$ cat src/rtl/alu_result_monitor.sv
// ============================================================================
//  Module      : alu_result_monitor
//  Description : Rebuilds the time-multiplexed ALU slot timing and checks the
//                ALU result at the end of each slot. Each check produces one
//                {op, result, match} record that is queued in a
//                first-word-fall-through FIFO and drained over valid/ready.
//  Revision    : 1.0 - initial release
// ============================================================================
`default_nettype none

module alu_result_monitor #(
    parameter int TICK_CYCLES = 100_000_000,
    parameter int FIFO_DEPTH  = 4
) (
    input  logic       clk,
    input  logic       rst_n,
    input  logic [7:0] a_in,
    input  logic [7:0] b_in,
    input  logic [7:0] r_in,
    output logic       rec_valid,
    input  logic       rec_ready,
    output logic [2:0] rec_op,
    output logic [7:0] rec_result,
    output logic       rec_match,
    output logic       overflow,
    output logic [7:0] err_count
);

    localparam int              CNT_W    = (TICK_CYCLES > 1) ? $clog2(TICK_CYCLES) : 1;
    localparam logic [CNT_W-1:0] CNT_LAST = CNT_W'(TICK_CYCLES - 1);
    localparam int              PTR_W    = $clog2(FIFO_DEPTH);
    localparam int              FILL_W   = PTR_W + 1;
    localparam int              REC_W    = 12;
    localparam logic [FILL_W-1:0] FILL_FULL = FILL_W'(FIFO_DEPTH);

    localparam logic [2:0] OP_SUM = 3'd0;
    localparam logic [2:0] OP_SUB = 3'd1;
    localparam logic [2:0] OP_AND = 3'd2;
    localparam logic [2:0] OP_OR  = 3'd3;
    localparam logic [2:0] OP_SHL = 3'd4;
    localparam logic [2:0] OP_SHR = 3'd5;

    logic [CNT_W-1:0]  r_count;
    logic [2:0]        r_op;
    logic [2:0]        w_op_next;
    logic              w_slot_end;
    logic [7:0]        w_expected;
    logic              w_match;
    logic [REC_W-1:0]  w_rec;

    logic [REC_W-1:0]  r_mem [FIFO_DEPTH];
    logic [PTR_W-1:0]  r_wr_ptr;
    logic [PTR_W-1:0]  r_rd_ptr;
    logic [FILL_W-1:0] r_fill;
    logic              r_overflow;
    logic [7:0]        r_err;

    logic              w_empty;
    logic              w_full;
    logic              w_pop;
    logic              w_accept;
    logic              w_drop;
    logic [REC_W-1:0]  w_head;

    // ------------------------------------------------------------------
    // Slot timing: counter and op sequencer leave reset on the same edge
    // as the ALU, so both stay cycle-aligned without any handshake.
    // ------------------------------------------------------------------
    assign w_slot_end = (r_count == CNT_LAST);

    always_ff @(posedge clk or negedge rst_n) begin
        if (!rst_n) begin
            r_count <= '0;
        end else if (w_slot_end) begin
            r_count <= '0;
        end else begin
            r_count <= r_count + CNT_W'(1);
        end
    end

    always_ff @(posedge clk or negedge rst_n) begin
        if (!rst_n) begin
            r_op <= OP_SUM;
        end else begin
            r_op <= w_op_next;
        end
    end

    always_comb begin
        w_op_next = r_op;
        if (w_slot_end) begin
            case (r_op)
                OP_SUM:  w_op_next = OP_SUB;
                OP_SUB:  w_op_next = OP_AND;
                OP_AND:  w_op_next = OP_OR;
                OP_OR:   w_op_next = OP_SHL;
                OP_SHL:  w_op_next = OP_SHR;
                OP_SHR:  w_op_next = OP_SUM;
                default: w_op_next = OP_SUM;
            endcase
        end
    end

    always_comb begin
        w_expected = 8'h00;
        case (r_op)
            OP_SUM:  w_expected = a_in + b_in;
            OP_SUB:  w_expected = a_in - b_in;
            OP_AND:  w_expected = a_in & b_in;
            OP_OR:   w_expected = a_in | b_in;
            OP_SHL:  w_expected = {a_in[6:0], 1'b0};
            OP_SHR:  w_expected = {1'b0, a_in[7:1]};
            default: w_expected = 8'h00;
        endcase
    end

    assign w_match = (r_in == w_expected);
    assign w_rec   = {r_op, r_in, w_match};

    // ------------------------------------------------------------------
    // Record FIFO. A pop on the same edge as a push into a full FIFO frees
    // the slot, so only a push with no pop on a full FIFO is dropped.
    // ------------------------------------------------------------------
    assign w_empty  = (r_fill == '0);
    assign w_full   = (r_fill == FILL_FULL);
    assign w_pop    = !w_empty && rec_ready;
    assign w_accept = w_slot_end && (!w_full || w_pop);
    assign w_drop   = w_slot_end && w_full && !w_pop;

    always_ff @(posedge clk) begin
        if (w_accept) begin
            r_mem[r_wr_ptr] <= w_rec;
        end
    end

    always_ff @(posedge clk or negedge rst_n) begin
        if (!rst_n) begin
            r_wr_ptr <= '0;
            r_rd_ptr <= '0;
            r_fill   <= '0;
        end else begin
            if (w_accept) begin
                r_wr_ptr <= r_wr_ptr + PTR_W'(1);
            end
            if (w_pop) begin
                r_rd_ptr <= r_rd_ptr + PTR_W'(1);
            end
            case ({w_accept, w_pop})
                2'b10:   r_fill <= r_fill + FILL_W'(1);
                2'b01:   r_fill <= r_fill - FILL_W'(1);
                default: r_fill <= r_fill;
            endcase
        end
    end

    // Error count follows every sample, whether or not the record was queued.
    always_ff @(posedge clk or negedge rst_n) begin
        if (!rst_n) begin
            r_overflow <= 1'b0;
            r_err      <= 8'h00;
        end else begin
            if (w_drop) begin
                r_overflow <= 1'b1;
            end
            if (w_slot_end && !w_match && (r_err != 8'hFF)) begin
                r_err <= r_err + 8'd1;
            end
        end
    end

    // Head fields are forced to zero while empty so stale RAM never shows.
    assign w_head     = r_mem[r_rd_ptr];
    assign rec_valid  = !w_empty;
    assign rec_op     = w_empty ? 3'd0 : w_head[11:9];
    assign rec_result = w_empty ? 8'h00 : w_head[8:1];
    assign rec_match  = w_empty ? 1'b0 : w_head[0];
    assign overflow   = r_overflow;
    assign err_count  = r_err;

endmodule

`default_nettype wire

$ cat config.mk
export PLATFORM = sky130hd
export DESIGN_NAME = alu_result_monitor
export DESIGN_NICKNAME = d
export VERILOG_FILES = /design/src/rtl/alu_result_monitor.sv
export SDC_FILE = /design/constraint.sdc
export NUM_CORES = 1
export LEC_CHECK = 0
export ABC_AREA = 1
export CORE_MARGIN = 1
export CORE_UTILIZATION = 35
export CTS_BUF_LIST = sky130_fd_sc_hd__clkbuf_16
export CTS_CLUSTER_SIZE = 10
export DETAILED_ROUTE_END_ITERATION = 6
export PLACE_DENSITY_LB_ADDON = 0.12
export RECOVER_POWER = 50
export SKIP_LAST_GASP = 1
export SLEW_MARGIN = 10
export SYNTH_ARGS = -nofsm -noshare
export SYNTH_HDL_FRONTEND = slang
export SYNTH_SLANG_ARGS = --single-unit
$ cat constraint.sdc
create_clock -name clk -period 2.5 [get_ports clk]
set_clock_uncertainty 0.05 [all_clocks]
set_input_delay 0.25 -clock clk [delete_from_list [all_inputs] [get_ports clk]]
set_output_delay 0.25 -clock clk [all_outputs]
set_load 0.02 [all_outputs]
==> metrics.md, run 1 <==
| Metric | Value |
|---|---|
| Post-synthesis cell area | 5440 um^2 |
| Prevailing post-synth register cell | edfxtp_1 |
| Slew margin rel. | 0.545 |
| Worst path most repeated cell | nand2_1 |
| Endpoints failing hold | 0 |
| Gp weighted congestion | 0.813 |
| Sequential area share after synthesis | 0.477 |
| Ys async rst share | 0.489 |
| Post-Route WL | 13,100 um |
| CTS tree | built |
| Layout Cells excl Fill | 953 |
| Fin crit share | 1.12 |
| Pleak | 0.00318 uW |
| Worst path cell trace | nor2_4 > nand2_4 > buf_6 > o21ai_2 > nand2_1 > xor2_1 > ha_1 > nand2_1 > or2_4 > nand3_1 > nand2_1 > nand3_2 > nand2_1 > nand2_1 > nand2_2 > nor2_4 > nand2_4 > nand3_4 > nand2_1 > nand2_1 |
| RSZ-0062 raised after global routing | yes |
| Worst slack at placement | -806 ps |
| Wire per inst | 13.7 um |
| Syn Nets | 694 |
| Yosys top cell by area | edfxtp_1 |
| H-tree Lvls | 3 |
| Antenna Cells | 0 |
| Synth top area share | 0.265 |
| Num CTS Buffers | 9 |
| WS Path Type | flip-flop to flip-flop |
| Pwr dens | 651 nW/um^2 |
| Synthesized flop and latch total | 94 |
| Crit path largest cell delay | 410 ps |
| CTS Sinks | 94 |
| Final setup viols | 12 |
| Mapped Avg Cell Area | 8.39 um^2 |
| Max cap viols | 0 |
| Reg2Reg Setup Slack | -290 ps |
| Number of global-route vias before repair | 4,419 |
| Type of origin of the critical path | flip-flop |
| Area growth from synthesis to layout | 30.0% |
| Share of layout cells above drive strength 1 | 0.195 |
| Worst VDD drop | 0.000361 V |
| Fmax | 358 MHz |
| Clock period minus worst slack | 2790 ps |
| Die Area | 16,000 um^2 |
| Initial DRC Count | 297 |
| Status | complete, but fails checks |
| Clk_lat worst skew | 340 ps |
| DP HPWL | 9550 um |
| Die Width | 127 um |
| Post-route ant nets | 0 |
| Critical path's slowest cell | dfrtp_1 |
| WP data required | 2730 ps |
| CTS max path bufs | 2 |
| Number of port buffers | 48 |
| Die Y | 127 um |
| Min-delay worst type | flip-flop to flip-flop |
| Yosys Warn Count | 0 |
| Starting Density | 0.358 |
| Core area | 15,200 um^2 |
| Gr ovfl total | 0 |
| Cell variety after synth | 41 |
| Final net count | 806 |
| Clk slew on worst S/H paths | 70 ps |
| Syn Inst Count | 648 |
| Final worst slack | -290 ps |
| First-pass GRT wire length | 21,300 um |
| Cell count after placement | 928 |
| Initial antenna violation count | 0 |
| CTS Root Cell | clkbuf_16 |
| Largest net degree at the start of global routing | 47 |
| Worst setup EP type | flip-flop |
| GRT Total Usage | 0.169 |
| Max-slew violations | 0 |
| Largest fanout on the critical path | 8 |
| DR vias/cell | 4.85 |
| Drc violations | 0 |
| DR vias | 4,622 |
| Num rows | 45 |
| # IOs | 49 |
| Most common cell after layout, fill and taps aside | nand2_1 |
| Number of synthesized flops with an enable pin | 48 |
| Commonest cells after routing, fill and taps aside | nand2_1 (106), nor2_1 (101), inv_1 (72) |
| Worst-Margin Slew | 683 ps |
| Failing checks | setup timing |
| DRT Pass-1 Iters | 5 |
| Synth area leaders | edfxtp_1 (27%), dfrtp_1 (21%), nand2_1 (8.4%), nor2_1 (7.2%), inv_1 (5.2%) |
| Worst endpoint data arrival time | 3020 ps |
-- through the flow --
step           setup TNS (ps)  instance area, um^2  power, uW  utilization  hold slack (ps)
2_1_floorplan           -1840                 5450       2650            -            -95.6
3_3_place_gp            -8960                 6570       3320        0.432              326
3_5_place_dp            -9520                 6570       3340        0.432              343
4_1_cts                 -3650                 6950       4620        0.457              422
5_1_grt                 -5210                 7070       4870        0.465              451
6_report                -3250                 7070       4600        0.465              414
-- final timing paths --
kind | startpoint | to | cells after the start
min | r_count[0] | r_count[0] | 1
max | r_op[2] | err_count[2] | 20
max in group asynchronous | rst_n | r_fill[2] | 3
min reg2reg | r_count[0] | r_count[0] | 1
max reg2reg | r_op[2] | err_count[2] | 20
min in group asynchronous | rst_n | r_count[26] | 3
-- registers in the layout, indices dropped and copies added (netlist names) --
register   count
r_mem         48
r_count       27
err_count      8
r_fill         3
r_op           3
r_rd_ptr       2
r_wr_ptr       2
overflow       1
-- final cells by class --
type	count	area, um^2
Multi-Input combinational cell	463	2650
Inverter	80	300
Fill cell	1496	8130
Timing Repair Buffer	112	1010
Tap cell	188	235
Clock inverter	7	48.8
Sequential cell	94	2590
Clock buffer	9	225
-- cells in the mapped netlist (5+ instances only) --
| master | count |
|---|---|
| nand4_1 | 18 |
| nor3_1 | 14 |
| dfrtp_1 | 46 |
| clkbuf_1 | 7 |
| a21oi_1 | 30 |
| o21ai_1 | 7 |
| o21ai_0 | 47 |
| nor2_2 | 5 |
| nand3_1 | 37 |
| inv_1 | 75 |
| nand2_1 | 121 |
| xor2_1 | 18 |
| ha_1 | 17 |
| edfxtp_1 | 48 |
| nor2_1 | 104 |
-- critical path: cells and delay by family, from the launching register on --
kind	cells	cell delay, ps
xor+xnor	1	150
fa+ha+maj	1	340
compound gates	1	50
buf+inv	1	130
flops	1	410
simple gates	16	1590
-- power breakdown --
part           leakage (uW)  switching, uW  total (uW)  internal (uW)
combinational       0.00197            943        1650            709
clock              0.000126            578        1250            674
sequential          0.00109           29.6        1700           1670
-- cell families after synthesis --
group,count (synthesis),share of synthesized area
AO/OA/AOI/OAI,93,0.0895
XOR/XNOR,22,0.0354
adder cells (fa/ha/maj),19,0.0465
buffers and inverters,92,0.0667
flip-flops,94,0.477
multiplexers,1,0.00276
AND/OR/NAND/NOR,327,0.282
-- metal layers --
metal  wire, um  share of wire  track usage  vias up
li1           -              -            -     2363
met1       6620           0.51        0.242     2161
met2       5900           0.45        0.263       79
met3        375          0.029       0.0266       19
met4        191          0.015       0.0539        0
met5          0              0            0        -
-- timing repair --
item / 4_1_cts / 5_1_grt
buffers inserted: 5 / 2
pin swaps: 23 / 29
endpoints found under the hold margin: 46 / 0
gates resized for setup: 20 / 30
hold buffers: 1 / 0
endpoints found under the setup margin: 12 / 15
cloned: 1 / 0
Power figures use the tool's default switching activity.
==> run 2: changes to the inputs <==
clock period = 3.6 ns   (was 2.5 ns; I/O delays follow)
==> metrics.md, run 2 (same netlist as run 1, synthesis figures left out) <==
| Metric | Value |
|---|---|
| Status | complete, but fails checks |
| Failing checks | capacitance limit, slew limit |
| Slew margin rel. | -0.665 (-1.21) |
| Post-Route WL | 12,500 um (-4.5%) |
| Worst VDD drop | 0.000263 V (-27%) |
| Top sig layer | met4 |
| CTS Sinks | 94 (unchanged) |
| Clk slew on worst S/H paths | 60 ps (about the same) |
| WS Path Type | flip-flop to flip-flop |
| First-pass GRT wire length | 20,700 um (-3.3%) |
| Type of origin of the critical path | flip-flop |
| Final setup viols | 0 (-12) |
| # IOs | 49 (unchanged) |
| Total Negative Setup Slacks | 0 ps (+3250 ps) |
| WP data required | 3830 ps (+1100 ps) |
| Largest net degree at the start of global routing | 47 (unchanged) |
| Number of port buffers | 48 (unchanged) |
| DRT Pass-1 Iters | 4 (-1) |
| Endpoints failing hold | 0 (unchanged) |
| Commonest cells after routing, fill and taps aside | nand2_1 (121), nor2_1 (105), inv_1 (75) |
| H-tree Lvls | 3 (unchanged) |
| Antenna Cells | 0 (unchanged) |
| Max cap viols | 1 (+1) |
| Fin Hold WS | 409 ps (-5.40 ps) |
| DP HPWL | 8830 um (-7.5%) |
| Wire per inst | 14.0 um (+1.7%) |
| Worst endpoint data arrival time | 3410 ps (+390 ps) |
| Die Area | 16,000 um^2 (unchanged) |
| Met3 Wirelength | 440 um (+17%) |
| CTS max path bufs | 2 (unchanged) |
| Max reg flops | 48 (unchanged) |
| CTS Root Cell | clkbuf_16 |
| Pwr dens | 485 nW/um^2 (-26%) |
| Drc violations | 0 (unchanged) |
| Max-slew violations | 47 (+47) |
| Wire length on met1 | 6390 um (-3.5%) |
| Fin crit share | 0.882 (-0.234) |
| Layout Cells excl Fill | 895 (-6.1%) |
| Clk_lat worst skew | 350 ps (about the same) |
| CTS tree | built |
| Share of layout cells above drive strength 1 | 0.0750 (-0.120) |
| Post-route ant nets | 0 (unchanged) |
| DR vias/cell | 4.90 (+1.1%) |
| Number of global-route vias before repair | 4,064 (-8.0%) |
| Num CTS Buffers | 9 (unchanged) |
| Starting Density | 0.358 (unchanged) |
| Gr ovfl total | 0 (unchanged) |
| Worst-Margin Slew | 2500 ps (+1810 ps) |
| Initial antenna violation count | 0 (unchanged) |
| Cell count after placement | 879 (-5.3%) |
| Most common cell after layout, fill and taps aside | nand2_1 |
| Met2 routed WL | 5430 um (-8.0%) |
| Largest fanout on the critical path | 10 (+2) |
| Initial DRC Count | 233 (-22%) |
| Clock period minus worst slack | 3180 ps (+385 ps) |
| Power, Total | 3100 uW (-33%) |
| Pleak | 0.00288 uW (-9.5%) |
| Biggest register | r_mem |
| Min-delay worst type | flip-flop to flip-flop |
| Num rows | 45 (unchanged) |
| Area growth from synthesis to layout | 17.7% |
| Reg2Reg Setup Slack | 420 ps (+720 ps) |
| Worst setup EP type | flip-flop |
| Core area | 15,200 um^2 (unchanged) |
| Gp weighted congestion | 0.871 (+7.1%) |
| GRT Total Usage | 0.167 (-0.00211) |
| Hold_buf cts | 0 (-1) |
| Final net count | 748 (-7.2%) |
| Die Width | 127 um (unchanged) |
| Die Y | 127 um (unchanged) |
| Fmax | 315 MHz (-12%) |
| RSZ-0062 raised after global routing | no |
| DR vias | 4,389 (-5.0%) |
run 2: cell count changes in the layout (fill, tap and decap cells not counted), sizes merged:
cell           delta
dlygate4sd2       -2
clkdlybuf4s50     -7
clkinv            +1
inv               +1
clkbuf            +1
nand2             -1
buf              -57
dlygate4sd3       +8
clkinvlp          -2
run 2: repair_timing:
action	4_1_cts	5_1_grt
gates resized for setup	0	1
buffers inserted	0	0
endpoints found under the setup margin	0	2
run 2: metrics by stage:
stage / utilization / setup slack (ps) / instance area [um^2]
detailed placement: 0.404 / 113 / 6140
CTS: 0.422 / 398 / 6420
global placement: 0.404 / 201 / 6140
floorplan: - / 860 / 5440
global route: 0.421 / 121 / 6400
finish: 0.421 / 425 / 6400
run 2: final timing paths:
path	start	end	cells past startpoint
min	r_count[0]	r_count[0]	1
max reg2reg	r_op[1]	err_count[5]	18
max	r_op[1]	err_count[5]	18
min reg2reg	r_count[0]	r_count[0]	1
max in group asynchronous	rst_n	r_op[1]	1
min in group asynchronous	rst_n	r_count[21]	1
run 2: critical path, cell delays in order (launching register included):
cell and delay (ps):
dfrtp_2 500, nor2_4 310, nand2_4 120, inv_1 140
o21ai_0 150, fa_1 490, nand2_1 110, nand2_1 60
o21ai_1 240, nor2_1 80, nand2_1 60, nand3_1 70
nor2_1 90, nand3_1 110, nor2_2 150, nand2_4 130
nand3_4 120, nand2_1 60, nand2_1 70
run 2: cell type report:
cell class | count | area [um^2]
clock buffers | 9 | 225
clock inverters | 7 | 55.1
fillers | 1515 | 8800
inverters | 80 | 300
multi-input cells | 462 | 2470
flip-flops and latches | 94 | 2590
well taps | 188 | 235
repair buffers | 55 | 519
run 2: metal layers:
metal  vias up  GRT usage
li1       2247          -
met2        87      0.253
met5         -          0
met4         0     0.0630
met1      2037      0.235
met3        18     0.0346
run 2: report_power, final:
group / internal [uW] / switching [uW] / leakage [uW]
Clock: 476 / 418 / 0.000133
Combinational: 408 / 601 / 0.00166
Sequential: 1160 / 44.0 / 0.00108
Total: 2040 / 1060 / 0.00288
==> run 3: changes to the inputs <==
CORE_MARGIN = 1.5   (was 1)
==> metrics.md, run 3 (same netlist as run 1, synthesis figures left out) <==
| Metric | Value |
|---|---|
| Min-delay worst type | flip-flop to flip-flop |
| Crit path largest cell delay | 600 ps (+100 ps) |
| Num rows | 45 (unchanged) |
| Die Y | 128 um (+0.79%) |
| Hold Path Origin | r_count[0] |
| Share of layout cells above drive strength 1 | 0.0750 (unchanged) |
| Commonest cells after routing, fill and taps aside | nand2_1 (121), nor2_1 (105), inv_1 (75) |
| Largest net degree at the start of global routing | 47 (unchanged) |
| CTS Root Cell | clkbuf_16 |
| Clk slew on worst S/H paths | 70 ps (about the same) |
| Power, Total | 3210 uW (+3.5%) |
| Type of origin of the critical path | flip-flop |
| Max reg flops | 48 (unchanged) |
| Gr ovfl total | 0 (unchanged) |
| Endpoints failing hold | 0 (unchanged) |
| WS Path Type | flip-flop to flip-flop |
| Status | complete, but fails checks |
| Most common cell after layout, fill and taps aside | nand2_1 |
| Gp weighted congestion | 0.871 (about the same) |
| Total Negative Setup Slacks | 0 ps (unchanged) |
| Max cap viols | 1 (unchanged) |
| Worst path most repeated cell | nand2_1 |
| Number of port buffers | 48 (unchanged) |
| Setup Buffers After CTS | 0 (unchanged) |
| Largest fanout on the critical path | 10 (unchanged) |
| WP data required | 3770 ps (-60 ps) |
| Pleak | 0.00290 uW (+0.91%) |
| DR vias | 4,375 (-0.32%) |
| Area growth from synthesis to layout | 18.6% |
| GRT Total Usage | 0.164 (-0.00328) |
| Reg2Reg Setup Slack | 440 ps (+20 ps) |
| Fin crit share | 0.877 (-0.00537) |
| Worst Reg2Reg Path Length in Cells | 18 (unchanged) |
| CTS max path bufs | 2 (unchanged) |
| GR peak layer | met2 |
| Worst endpoint data arrival time | 3330 ps (-80 ps) |
| Critical path's slowest cell | dfrtp_1 |
| GR Util met2 | 0.260 (+0.00692) |
| Pwr dens | 498 nW/um^2 (+2.8%) |
| Global Route met1 Usage | 0.230 (-0.00460) |
| DR vias/cell | 4.89 (-0.32%) |
| Final setup viols | 0 (unchanged) |
| Final net count | 748 (unchanged) |
| Hold Path Depth | 1 (unchanged) |
| Worst-Margin Slew | 2550 ps (+56.1 ps) |
| Clk_lat worst skew | 330 ps (-20 ps) |
| Die Width | 128 um (+0.79%) |
| RSZ-0062 raised after global routing | no |
| Num CTS Buffers | 9 (unchanged) |
| H-tree Lvls | 3 (unchanged) |
| CTS tree | built |
| Resize count post-CTS | 0 (unchanged) |
| Core area | 15,200 um^2 (unchanged) |
| Worst VDD drop | 0.000278 V (+5.9%) |
| Worst path cell trace | nor2_4 > nand2_4 > inv_1 > or2_2 > xor2_1 > ha_1 > nand2_1 > or2_2 > nand3_1 > nand2_1 > nand3_1 > nand3_1 > nand2_1 > nor2_4 > nand2_4 > nand3_4 > nand2_1 > nand2_1 |
| Max-slew violations | 47 (unchanged) |
| Number of fill cells | 1,512 (-0.20%) |
| Met3 usage | 0.0250 (-0.00954) |
| Post-Route WL | 12,500 um (+0.41%) |
| Wire per inst | 14.0 um (+0.41%) |
| Fmax | 317 MHz (+0.61%) |
| Initial DRC Count | 202 (-13%) |
| Biggest register | r_mem |
| Number of global-route vias before repair | 4,333 (+6.6%) |
| FF-to-FF End | err_count[7] |
| Worst setup EP type | flip-flop |
| DP HPWL | 9070 um (+2.6%) |
| Hold_buf cts | 0 (unchanged) |
| Failing checks | capacitance limit, slew limit |
| Clock period minus worst slack | 3160 ps (-19.3 ps) |
| R2R Path Start | r_op[1] |
| Starting Density | 0.358 (unchanged) |
| Post-route ant nets | 0 (unchanged) |
| Initial antenna violation count | 0 (unchanged) |
| Drc violations | 0 (unchanged) |
| CP Launch Point | r_op[1] |
| # IOs | 49 (unchanged) |
| Slew margin rel. | -0.702 (-0.0374) |
| Die Area | 16,300 um^2 (+1.6%) |
| CTS Sinks | 94 (unchanged) |
| Antenna Cells | 0 (unchanged) |
| DRT Pass-1 Iters | 5 (+1) |
| Hold EP | r_count[0] |
| First-pass GRT wire length | 21,100 um (+2.2%) |
[run 3: critical path: cells and delay by family, from the launching register on]
kind	cells	cell delay, ps
flops	1	600
xor+xnor	1	140
simple gates	15	1810
buf+inv	1	80
fa+ha+maj	1	340
[run 3: routing by layer]
layer  up-vias  part of all wire
met5         -                 0
met4         0             0.014
met3        14             0.036
met2        78              0.45
met1      2035              0.50
li1       2248                 -
[run 3: metrics by stage]
step	setup WS (ps)	std cells	utilization	area [um^2]	hold WS [ps]
after floorplan	860	648	-	5440	14.4
after global placement	198	879	0.404	6140	395
after detailed placement	128	879	0.404	6140	404
after CTS	431	895	0.425	6460	205
after global routing	137	895	0.424	6450	431
final	444	895	0.424	6450	408
[run 3: final cells by class]
| type | instances | area [um^2] | share of cell area |
|---|---|---|---|
| flip-flops and latches | 94 | 2590 | 0.402 |
| multi-input cells | 462 | 2480 | 0.385 |
| repair buffers | 55 | 519 | 0.0805 |
| inverters | 80 | 300 | 0.0466 |
| well taps | 188 | 235 | 0.0365 |
| clock buffers | 9 | 225 | 0.0349 |
| clock inverters | 7 | 96.3 | 0.0149 |
[run 3: power breakdown]
group          internal (uW)  switching (uW)
Clock                    609             401
Combinational            407             594
Sequential              1160            44.9
[run 3: worst max path at each step]
stage	end	slack (ps)	depth (start not counted)
2_1_floorplan	err_count[2]	860	19
3_3_place_gp	err_count[2]	200	20
4_1_cts	err_count[7]	430	18
3_5_place_dp	err_count[2]	130	20
5_1_grt	err_count[7]	140	18
6_report	err_count[7]	440	18
